===== config.mk =====
export PLATFORM = sky130hd
export DESIGN_NAME = pipe_seq_ctrl_flat
export DESIGN_NICKNAME = d
export VERILOG_FILES = /design/src/rtl/pipe_seq_pkg.sv /design/src/rtl/pipe_seq_ctrl_if.sv /design/src/rtl/pipe_seq_ctrl_hazard_cmp.sv /design/src/rtl/pipe_seq_ctrl.sv /design/src/flat_wrapper.sv
export SDC_FILE = /design/constraint.sdc
export NUM_CORES = 1
export LEC_CHECK = 0
export ABC_CLOCK_PERIOD_IN_PS = 3500
export CAP_MARGIN = 20
export CORE_MARGIN = 4
export CORE_UTILIZATION = 40
export CTS_CLUSTER_DIAMETER = 200
export DETAILED_ROUTE_END_ITERATION = 7
export PLACE_DENSITY = 0.78
export RECOVER_POWER = 50
export SETUP_SLACK_MARGIN = 0.5
export SLEW_MARGIN = 30
export SYNTH_ARGS = -nofsm -noshare
export SYNTH_HDL_FRONTEND = slang
export SYNTH_SLANG_ARGS = --single-unit

===== constraint.sdc =====
create_clock -name clk -period 3.5 [get_ports clk]
set_input_delay 0.7 -clock clk [delete_from_list [all_inputs] [get_ports clk]]
set_output_delay 0.7 -clock clk [all_outputs]
set_load 0.02 [all_outputs]

===== src/rtl/pipe_seq_pkg.sv =====
// Shared encodings for the pipeline sequencing controller and the ID stage.
// Pure definitions: no latency, no flow control.
package pipe_seq_pkg;

   typedef enum logic [1:0] {
      ST_RUN   = 2'd0,
      ST_DRAIN = 2'd1,
      ST_ISSUE = 2'd2,
      ST_REDIR = 2'd3
   } seq_state_e;

   typedef enum logic [1:0] {
      PC_SEQ  = 2'd0,
      PC_BR   = 2'd1,
      PC_TRAP = 2'd2,
      PC_XEPC = 2'd3
   } pc_sel_e;

   typedef enum logic [1:0] {
      CSR_NONE = 2'd0,
      CSR_RW   = 2'd1,
      CSR_RS   = 2'd2
   } csr_op_e;

   typedef enum logic [1:0] {
      RET_NONE = 2'd0,
      RET_MRET = 2'd1,
      RET_SRET = 2'd2
   } priv_ret_e;

   localparam int DRAIN_CNT_W = 3;

   // CSR accesses and xRETs both need every older instruction retired first.
   function automatic logic needs_serialise(input logic [1:0] csr_op, input logic [1:0] priv_ret);
      return (csr_op != CSR_NONE) || (priv_ret != RET_NONE);
   endfunction

endpackage


===== src/rtl/pipe_seq_ctrl_if.sv =====
// Hazard/redirect bundle between the pipeline datapath (master) and the sequencer (slave).
// Wires only: no latency, no flow control.
interface pipe_seq_ctrl_if;
   logic [4:0] id_rs1;
   logic [4:0] id_rs2;
   logic       id_mem_write;
   logic [1:0] id_csr_op;
   logic [1:0] id_priv_ret;
   logic       ex_mem_read;
   logic [4:0] ex_rd;
   logic       ex_br_taken;
   logic       mem_busy;
   logic       trap_req;
   logic       ctrl_stall;
   logic       pc_stall;
   logic       if_id_stall;
   logic       if_id_flush;
   logic       id_ex_flush;
   logic       ex_mem_stall;
   logic [1:0] pc_sel;
   logic [1:0] seq_state;

   modport master (
      output id_rs1, id_rs2, id_mem_write, id_csr_op, id_priv_ret,
             ex_mem_read, ex_rd, ex_br_taken, mem_busy, trap_req,
      input  ctrl_stall, pc_stall, if_id_stall, if_id_flush, id_ex_flush,
             ex_mem_stall, pc_sel, seq_state
   );

   modport slave (
      input  id_rs1, id_rs2, id_mem_write, id_csr_op, id_priv_ret,
             ex_mem_read, ex_rd, ex_br_taken, mem_busy, trap_req,
      output ctrl_stall, pc_stall, if_id_stall, if_id_flush, id_ex_flush,
             ex_mem_stall, pc_sel, seq_state
   );
endinterface


===== src/rtl/pipe_seq_ctrl_hazard_cmp.sv =====
// Load-use comparator between the EX load and the ID sources; purely combinational.
// x0 never hazards, and a store's rs2 is covered by store-data forwarding.
module hazard_cmp (
   input  logic       i_ex_mem_read,
   input  logic [4:0] i_ex_rd,
   input  logic [4:0] i_id_rs1,
   input  logic [4:0] i_id_rs2,
   input  logic       i_id_mem_write,
   output logic       o_hit
);
   logic w_rd_live;
   logic w_rs1_match;
   logic w_rs2_match;

   assign w_rd_live   = i_ex_mem_read && (i_ex_rd != 5'd0);
   assign w_rs1_match = (i_ex_rd == i_id_rs1);
   assign w_rs2_match = (i_ex_rd == i_id_rs2) && !i_id_mem_write;
   assign o_hit       = w_rd_live && (w_rs1_match || w_rs2_match);
endmodule


===== src/rtl/pipe_seq_ctrl.sv =====
// Stall/flush/redirect sequencer for the 5-stage core: load-use bubbles, CSR/xRET drains, PC redirects.
// Outputs are combinational from state and inputs; mem_busy freezes the sequencer and holds the pipe.
module pipe_seq_ctrl
   import pipe_seq_pkg::*;
#(
   parameter int DRAIN_CYCLES = 3
) (
   input logic           clk,
   input logic           rstn,
   pipe_seq_ctrl_if.slave bus
);
   localparam logic [DRAIN_CNT_W-1:0] DRAIN_INIT = DRAIN_CNT_W'(DRAIN_CYCLES - 1);

   seq_state_e             r_state;
   logic [DRAIN_CNT_W-1:0] r_drain_cnt;
   logic [1:0]             r_ret_kind;

   seq_state_e             w_state_nxt;
   logic [DRAIN_CNT_W-1:0] w_cnt_nxt;
   logic [1:0]             w_ret_nxt;
   logic                   w_hold;
   logic                   w_bubble;
   logic                   w_flush;
   logic                   w_mem_hold;
   pc_sel_e                w_pc_sel;
   logic                   w_load_use;

   hazard_cmp u_hazard_cmp (
      .i_ex_mem_read  (bus.ex_mem_read),
      .i_ex_rd        (bus.ex_rd),
      .i_id_rs1       (bus.id_rs1),
      .i_id_rs2       (bus.id_rs2),
      .i_id_mem_write (bus.id_mem_write),
      .o_hit          (w_load_use)
   );

   // r_drain_cnt counts the DRAIN cycles still ahead, including the current one.
   always_comb begin
      w_state_nxt = r_state;
      w_cnt_nxt   = r_drain_cnt;
      w_ret_nxt   = r_ret_kind;
      w_hold      = 1'b0;
      w_bubble    = 1'b0;
      w_flush     = 1'b0;
      w_mem_hold  = 1'b0;
      w_pc_sel    = PC_SEQ;
      if (bus.mem_busy) begin
         w_hold     = 1'b1;
         w_mem_hold = 1'b1;
      end else if (bus.trap_req) begin
         w_flush     = 1'b1;
         w_pc_sel    = PC_TRAP;
         w_state_nxt = ST_RUN;
      end else if (bus.ex_br_taken) begin
         w_flush     = 1'b1;
         w_pc_sel    = PC_BR;
         w_state_nxt = ST_RUN;
      end else begin
         unique case (r_state)
            ST_RUN: begin
               if (needs_serialise(bus.id_csr_op, bus.id_priv_ret)) begin
                  w_hold      = 1'b1;
                  w_bubble    = 1'b1;
                  w_ret_nxt   = bus.id_priv_ret;
                  w_cnt_nxt   = DRAIN_INIT;
                  w_state_nxt = (DRAIN_CYCLES > 1) ? ST_DRAIN : ST_ISSUE;
               end else if (w_load_use) begin
                  w_hold   = 1'b1;
                  w_bubble = 1'b1;
               end
            end
            ST_DRAIN: begin
               w_hold   = 1'b1;
               w_bubble = 1'b1;
               if (r_drain_cnt <= DRAIN_CNT_W'(1)) begin
                  w_cnt_nxt   = '0;
                  w_state_nxt = ST_ISSUE;
               end else begin
                  w_cnt_nxt = r_drain_cnt - DRAIN_CNT_W'(1);
               end
            end
            ST_ISSUE: begin
               w_state_nxt = (r_ret_kind != RET_NONE) ? ST_REDIR : ST_RUN;
            end
            ST_REDIR: begin
               w_flush     = 1'b1;
               w_pc_sel    = PC_XEPC;
               w_state_nxt = ST_RUN;
            end
            default: w_state_nxt = ST_RUN;
         endcase
      end
   end

   always_ff @(posedge clk or negedge rstn) begin
      if (!rstn) begin
         r_state     <= ST_RUN;
         r_drain_cnt <= '0;
         r_ret_kind  <= RET_NONE;
      end else begin
         r_state     <= w_state_nxt;
         r_drain_cnt <= w_cnt_nxt;
         r_ret_kind  <= w_ret_nxt;
      end
   end

   // Gate with rstn so every output reads 0 the moment reset lands, whatever the inputs do.
   assign bus.ctrl_stall   = rstn & w_bubble;
   assign bus.pc_stall     = rstn & w_hold;
   assign bus.if_id_stall  = rstn & w_hold;
   assign bus.if_id_flush  = rstn & w_flush;
   assign bus.id_ex_flush  = rstn & w_flush;
   assign bus.ex_mem_stall = rstn & w_mem_hold;
   assign bus.pc_sel       = rstn ? w_pc_sel : PC_SEQ;
   assign bus.seq_state    = rstn ? r_state : ST_RUN;
endmodule


===== src/flat_wrapper.sv =====
// flat-port wrapper written by rule: the top's interface ports become plain ports
module pipe_seq_ctrl_flat import pipe_seq_pkg::*;
#(
   parameter int DRAIN_CYCLES = 3
)
  (clk, rstn, bus_id_rs1, bus_id_rs2, bus_id_mem_write, bus_id_csr_op, bus_id_priv_ret, bus_ex_mem_read, bus_ex_rd, bus_ex_br_taken, bus_mem_busy, bus_trap_req, bus_ctrl_stall, bus_pc_stall, bus_if_id_stall, bus_if_id_flush, bus_id_ex_flush, bus_ex_mem_stall, bus_pc_sel, bus_seq_state);
  pipe_seq_ctrl_if bus_i ();
  input logic clk;
  input logic rstn;
  input wire logic [$bits(bus_i.id_rs1)-1:0] bus_id_rs1;
  input wire logic [$bits(bus_i.id_rs2)-1:0] bus_id_rs2;
  input wire logic [$bits(bus_i.id_mem_write)-1:0] bus_id_mem_write;
  input wire logic [$bits(bus_i.id_csr_op)-1:0] bus_id_csr_op;
  input wire logic [$bits(bus_i.id_priv_ret)-1:0] bus_id_priv_ret;
  input wire logic [$bits(bus_i.ex_mem_read)-1:0] bus_ex_mem_read;
  input wire logic [$bits(bus_i.ex_rd)-1:0] bus_ex_rd;
  input wire logic [$bits(bus_i.ex_br_taken)-1:0] bus_ex_br_taken;
  input wire logic [$bits(bus_i.mem_busy)-1:0] bus_mem_busy;
  input wire logic [$bits(bus_i.trap_req)-1:0] bus_trap_req;
  output wire logic [$bits(bus_i.ctrl_stall)-1:0] bus_ctrl_stall;
  output wire logic [$bits(bus_i.pc_stall)-1:0] bus_pc_stall;
  output wire logic [$bits(bus_i.if_id_stall)-1:0] bus_if_id_stall;
  output wire logic [$bits(bus_i.if_id_flush)-1:0] bus_if_id_flush;
  output wire logic [$bits(bus_i.id_ex_flush)-1:0] bus_id_ex_flush;
  output wire logic [$bits(bus_i.ex_mem_stall)-1:0] bus_ex_mem_stall;
  output wire logic [$bits(bus_i.pc_sel)-1:0] bus_pc_sel;
  output wire logic [$bits(bus_i.seq_state)-1:0] bus_seq_state;
  assign bus_i.id_rs1 = bus_id_rs1;
  assign bus_i.id_rs2 = bus_id_rs2;
  assign bus_i.id_mem_write = bus_id_mem_write;
  assign bus_i.id_csr_op = bus_id_csr_op;
  assign bus_i.id_priv_ret = bus_id_priv_ret;
  assign bus_i.ex_mem_read = bus_ex_mem_read;
  assign bus_i.ex_rd = bus_ex_rd;
  assign bus_i.ex_br_taken = bus_ex_br_taken;
  assign bus_i.mem_busy = bus_mem_busy;
  assign bus_i.trap_req = bus_trap_req;
  assign bus_ctrl_stall = bus_i.ctrl_stall;
  assign bus_pc_stall = bus_i.pc_stall;
  assign bus_if_id_stall = bus_i.if_id_stall;
  assign bus_if_id_flush = bus_i.if_id_flush;
  assign bus_id_ex_flush = bus_i.id_ex_flush;
  assign bus_ex_mem_stall = bus_i.ex_mem_stall;
  assign bus_pc_sel = bus_i.pc_sel;
  assign bus_seq_state = bus_i.seq_state;
  pipe_seq_ctrl #(.DRAIN_CYCLES(DRAIN_CYCLES)) u_core (.clk(clk), .rstn(rstn), .bus(bus_i));
endmodule

==> impl_metrics.tcl, run 1 <==
set metrics [dict create \
    status "complete, no violations" \
    power_density_nw_per_um2 283 \
    critical_path_class "in2out" \
    rsz0062_at_grt "false" \
    worst_slack_ns 0.427 \
    core_sq_um 1540 \
    cp.required_ns 2.80 \
    die_h_um 48.9 \
    setup-violations-final 0 \
    synth_nets 109 \
    yosys_warnings 0 \
    cap_violations 0 \
    cpPeakStageDelay_ns 0.64 \
    diodes 0 \
    reg2reg_slack_ns 1.70 \
    finalNetCount 149 \
    synth.distinct_cells 36 \
    path_buf_inv 3 \
    core.rowCount 14 \
    finalClockSkew_ns 0.00294 \
    r2r-start "u_core.r_state[1]" \
    cp_top_family "buffers and inverters" \
    synth_top_flop_cell "dfrtp_1" \
    ys_ff_latch 7 \
    power.leakage_nw 0.426 \
    syn_area_sq_um 671 \
    timing.rr.end "u_core.r_ret_kind[0]" \
    slew_viol_final 0 \
    reg2reg_depth 3 \
    async_flop_share_pct 100 \
    end_kind "output port" \
    final_area_sq_um 1040 \
    cts_buffers 3 \
    finalHoldViolations 0 \
    clk_pin_slew_ns 0.05 \
    first_pass_iters 4 \
    crit_chain "dlygate4sd3_1 > clkbuf_1 > nor2_1 > a21oi_1 > clkdlybuf4s50_1" \
    antenna_found_initial 0 \
    pin_count 36 \
    endpoint "bus_if_id_flush" \
    worstMarginPinSlew_ns 0.582 \
    syn_avg_cell_area_sq_um 8.28 \
    pre_cts_slack_ns 0.0668 \
    drive_gt1_share_pct 10.8 \
    crit_start "bus_trap_req" \
    synth_most_common_cell "xnor2_1" \
    drc 0 \
    peakVddDrop_v 0.000228 \
    worstPathArrival_ns 2.37 \
    start_kind "input port" \
    gp_congestion 0.785 \
    yosysSeqAreaShare_pct 26.1 \
    layout_min_cycle_time_ns 3.07 \
    synth_common_cells "xnor2_1 (9), nand2_1 (8), dfrtp_1 (7), a21oi_1 (6)" \
    cp.depth 5 \
    vias 732 \
    cts_tree "done" \
    area_growth_pct 54.7 \
    grt_max_degree 13 \
    grtUsageTotal_pct 15.3 \
    dpl-instance-area_sq_um 1040 \
    fmax_mhz 325 \
    syn-instance-count 81 \
    dp_hpwl_mm 1.47 \
    power_mw 0.293 \
    grt_overflow 0 \
    synthTopCellsByArea "dfrtp_1 (26%), xnor2_1 (12%), a21oi_1 (4.5%)" \
    slew_headroom_pct 61.0 \
    antenna_left 0 \
    synth_top_area_share_pct 26.1 \
    slowest_stage "clkdlybuf4s50_1" \
    vias_per_cell 5.38 \
    clockBufferDepth 2 \
    grt_pass1_vias 693 \
    drtIter0Drc 8 \
    cts.sinks 7 \
    initial_utilization_pct 43.5 \
    clockRootBuffer "clkbuf_4" \
    cts_hold_buf 0 \
    fin_crit_sh_pct 87.8 \
    drt-wirelength-per-cell_um 13.2 \
    cp_max_fo 5 \
    synth_enable_flop_cells 0 \
    clock_latency_ns 0.26 \
    whs_path_depth 1 \
    die_w_um 48.9 \
    fp.dieArea_sq_um 2400 \
    yosys.area.top_type "dfrtp_1" \
    ctsHtreeMaxLevel 1 \
    finalSetupTns_ns 0 \
    hold_ws_ns 0.533 \
    portBuffers 35 \
    wl_mm 1.80 \
    grt_pass1_wl_mm 2.95 \
    hold_class "reg2reg" \
]
==> cells in the final DEF (no fill, tap or decap) <==
cell type        count
o21ai_1              2
nand2b_4             1
nand3_1              2
clkbuf_4             3
nand4_1              1
a21o_1               1
o21ai_2              1
xnor2_1              9
dlygate4sd3_1        2
a21oi_1              6
mux2_2               2
nand2b_1             1
or4_1                2
o21a_1               1
a31oi_1              1
o32a_1               1
o21ai_0              4
or3_1                1
clkdlybuf4s50_1     28
and2_1               2
and2_2               1
dlymetal6s2s_1       2
nor4_1               2
o211a_1              1
clkbuf_1             3
xor2_1               1
nor2b_1              1
nor3_1               3
o21bai_1             1
a211oi_1             1
dfrtp_1              7
inv_1                5
buf_4                1
nor2_1               5
buf_2                3
o2bb2ai_1            1
o22ai_2              1
nand2_1              8
ha_1                 2
==> worst min-delay path by stage <==
| stage | from | to | slack (ns) |
|---|---|---|---|
| after floorplan | rstn | u_core.r_drain_cnt[0] | 0.40 |
| after global placement | u_core.r_drain_cnt[0] | u_core.r_drain_cnt[0] | 0.52 |
| after detailed placement | u_core.r_ret_kind[1] | u_core.r_ret_kind[1] | 0.52 |
| after CTS | u_core.r_ret_kind[1] | u_core.r_ret_kind[1] | 0.54 |
| after global routing | u_core.r_ret_kind[1] | u_core.r_ret_kind[1] | 0.55 |
| final | u_core.r_ret_kind[1] | u_core.r_ret_kind[1] | 0.53 |
==> registers in the layout, indices dropped and copies added, names as in the netlist <==
| register | flops |
|---|---|
| u_core.r_drain_cnt | 3 |
| u_core.r_ret_kind | 2 |
| u_core.r_state | 2 |
==> power by group <==
group	internal, mW	switching, mW
clock network	0.0437	0.0331
logic	0.0616	0.0505
registers	0.0933	0.0111
==> metal layers <==
| layer | routed length (um) | track usage (%) | share of wire, % |
|---|---|---|---|
| met3 | 166 | 5.50 | 9.2 |
| met4 | 8 | 8.97 | 0.45 |
| met2 | 828 | 24.3 | 46 |
| met5 | 0 | 0 | 0 |
| met1 | 792 | 17.4 | 44 |
==> area by class of cell <==
type,count,area [sq um]
clock buffer,4,26.3
fill,137,504
inverter,5,18.8
multi-input combinational,66,442
sequential,7,175
tap,16,20.0
timing repair buffer,38,355
==> stage by stage <==
| stage | utilization, % | cells |
|---|---|---|
| 5_1_grt | 67.3 | 136 |
| 6_report | 67.3 | 136 |
| 3_3_place_gp | 67.3 | 132 |
| 2_1_floorplan | - | 81 |
| 3_5_place_dp | 67.3 | 132 |
| 4_1_cts | 68.0 | 136 |
==> kinds of logic (layout without fill, tap and decap cells) <==
family                     after synthesis  in the layout  share of synthesized area [%]
DFF                                      7              7                           26.1
AOI/OAI and AO/OA                       22             22                           21.8
adders and majority gates                2              2                           3.73
muxes                                    2              2                           3.36
xor gates and xnor gates                10             10                           13.1
and+or+nand+nor                         30             30                           25.2
buffers and inverters                    8             47                           6.72
==> repair_timing <==
item	in CTS	in global routing
endpoints found under the setup margin	3	2
pin swaps	0	0
resized for setup	15	3
buffers inserted	0	0
Note: power is estimated with default switching activity, not from simulation.
==> run 2, diff against run 1 <==
--- a/config.mk
+++ b/config.mk
@@ -5,13 +5,13 @@
 export SDC_FILE = /design/constraint.sdc
 export NUM_CORES = 1
 export LEC_CHECK = 0
-export ABC_CLOCK_PERIOD_IN_PS = 3500
+export ABC_CLOCK_PERIOD_IN_PS = 3000
 export CAP_MARGIN = 20
 export CORE_MARGIN = 4
-export CORE_UTILIZATION = 40
+export CORE_UTILIZATION = 38
 export CTS_CLUSTER_DIAMETER = 200
 export DETAILED_ROUTE_END_ITERATION = 7
-export PLACE_DENSITY = 0.78
+export PLACE_DENSITY = 0.74
 export RECOVER_POWER = 50
 export SETUP_SLACK_MARGIN = 0.5
 export SLEW_MARGIN = 30
==> constraint.sdc (replaced) <==
create_clock -name clk -period 3 [get_ports clk]
set_input_delay 0.6 -clock clk [delete_from_list [all_inputs] [get_ports clk]]
set_output_delay 0.6 -clock clk [all_outputs]
set_load 0.02 [all_outputs]
==> impl_metrics.tcl, run 2 (synthesis results as in run 1) <==
set metrics [dict create \
    critical_path_class "in2out" \
    cts_tree "done" \
    worstPathArrival_ns 2.00 \
    layout_min_cycle_time_ns 2.60 \
    hold_class "reg2reg" \
    fin_crit_sh_pct 86.5 \
    post_cts_buffers 0 \
    cts_buffers 3 \
    reg2reg_slack_ns 1.22 \
    core.rowCount 14 \
    clockBufferDepth 2 \
    antenna_left 0 \
    finalNetCount 157 \
    p_sw_share_pct 33.5 \
    slew_viol_final 0 \
    dp_hpwl_mm 1.56 \
    dpl-instance-area_sq_um 1110 \
    finalSetupTns_ns 0 \
    pin_count 36 \
    core_sq_um 1590 \
    fmax_mhz 385 \
    grt_overflow 0 \
    final_area_sq_um 1130 \
    area_growth_pct 67.9 \
    top_regs "u_core.r_drain_cnt (3), u_core.r_ret_kind (2), u_core.r_state (2)" \
    rsz0062_at_grt "false" \
    gp_congestion 0.796 \
    power.leakage_nw 0.540 \
    finalClockSkew_ns 0.0144 \
    portBuffers 35 \
    cap_violations 0 \
    clk_pin_slew_ns 0.06 \
    cp.required_ns 2.40 \
    ctsHtreeMaxLevel 1 \
    p_seq_share_pct 34.8 \
    status "complete, no violations" \
    diodes 0 \
    wl_mm 1.87 \
    antenna_found_initial 0 \
    drt-wirelength-per-cell_um 12.3 \
    worst_slack_ns 0.404 \
    pre_cts_slack_ns -0.158 \
    hold_ws_ns 0.533 \
    initial_utilization_pct 42.1 \
    setup-violations-final 0 \
    end_kind "output port" \
    slew_headroom_pct 60.7 \
    layout_commonest_cell "dlygate4sd2_1" \
    die_h_um 50.0 \
    drc 0 \
    grtUsageTotal_pct 16.3 \
    grt_pass1_vias 714 \
    cp_max_fo 8 \
    fp.dieArea_sq_um 2500 \
    pwr-share-comb_pct 39.1 \
    die_w_um 50.0 \
    clock_latency_ns 0.27 \
    switchingPower_mw 0.117 \
    drive_gt1_share_pct 25.0 \
    peakVddDrop_v 0.000300 \
    worstMarginPinSlew_ns 0.586 \
    start_kind "input port" \
    finalHoldViolations 0 \
    fin_util_pct 70.6 \
    final_cell_mix "dlygate4sd2_1 (12), clkdlybuf4s50_1 (10), buf_4 (10)" \
    drtIter0Drc 5 \
    p_int_mw 0.231 \
    first_pass_iters 4 \
    power_density_nw_per_um2 309 \
    cts_hold_buf 0 \
    cts.sinks 7 \
    clockRootBuffer "clkbuf_4" \
    clkPwrFrac_pct 26.0 \
    vias_per_cell 4.87 \
    top_register "u_core.r_drain_cnt" \
    vias 740 \
    largest_reg_flops 3 \
    grt_max_degree 11 \
    grt_pass1_wl_mm 3.00 \
]
## run 2: cell count changes in the layout (fill, tap and decap cells not counted), sizes merged
cell	previous run	this run
dlygate4sd2	0	12
dlygate4sd3	2	1
dlymetal6s2s	2	5
clkinv	0	1
clkdlybuf4s50	28	10
clkbuf	6	9
buf	4	12
## run 2: power by group through the flow
| stage | clock network, mW | logic [mW] | registers, mW |
|---|---|---|---|
| floorplan | 0 | 0.0736 | 0.120 |
| global placement | 0 | 0.141 | 0.123 |
| detailed placement | 0 | 0.144 | 0.123 |
| CTS | 0.0949 | 0.138 | 0.121 |
| global route | 0.101 | 0.150 | 0.124 |
| finish | 0.0907 | 0.136 | 0.121 |
## run 2: final timing paths
kind / startpoint / endpoint / depth (start not counted)
setup / recovery: rstn / bus_seq_state[1] / 4
hold / removal: u_core.r_ret_kind[0] / u_core.r_ret_kind[0] / 1
setup reg to reg: u_core.r_drain_cnt[0] / u_core.r_state[0] / 5
hold reg to reg: u_core.r_ret_kind[0] / u_core.r_ret_kind[0] / 1
max in group asynchronous: rstn / u_core.r_state[0] / 2
min in group asynchronous: rstn / u_core.r_ret_kind[0] / 2
## run 2: per-layer routing
metal / vias up / track usage [%] / share of wire (%)
met3: 4 / 3.61 / 8.3
met4: 0 / 13.8 / 3.1
met1: 324 / 17.7 / 44
li1: 383 / - / -
met2: 29 / 26.5 / 44
met5: - / 0 / 0
## run 2: area by class of cell
class	instances	area (sq um)
tap	24	30.0
inverter	5	18.8
timing repair buffer	46	403
sequential	7	175
multi-input combinational	66	472
clock buffer	3	22.5
clock inverter	1	5.00
fill	128	468
## run 2: what timing repair did
action,in CTS,in global routing
gates resized for setup,35,18
endpoints found under the setup margin,10,5
endpoints found under the hold margin,0,0
pin swaps,10,8
## run 2: critical path, stage by stage
cell and delay [ns]:
clkdlybuf4s50_1 0.52, clkbuf_1 0.35, and2_2 0.21, dlygate4sd2_1 0.32
## run 2: stage by stage
| stage | total power [mW] | instances |
|---|---|---|
| after CTS | 0.355 | 152 |
| after detailed placement | 0.267 | 148 |
| after global placement | 0.264 | 148 |
| after floorplan | 0.193 | 81 |
| final | 0.348 | 152 |
| after global routing | 0.376 | 152 |
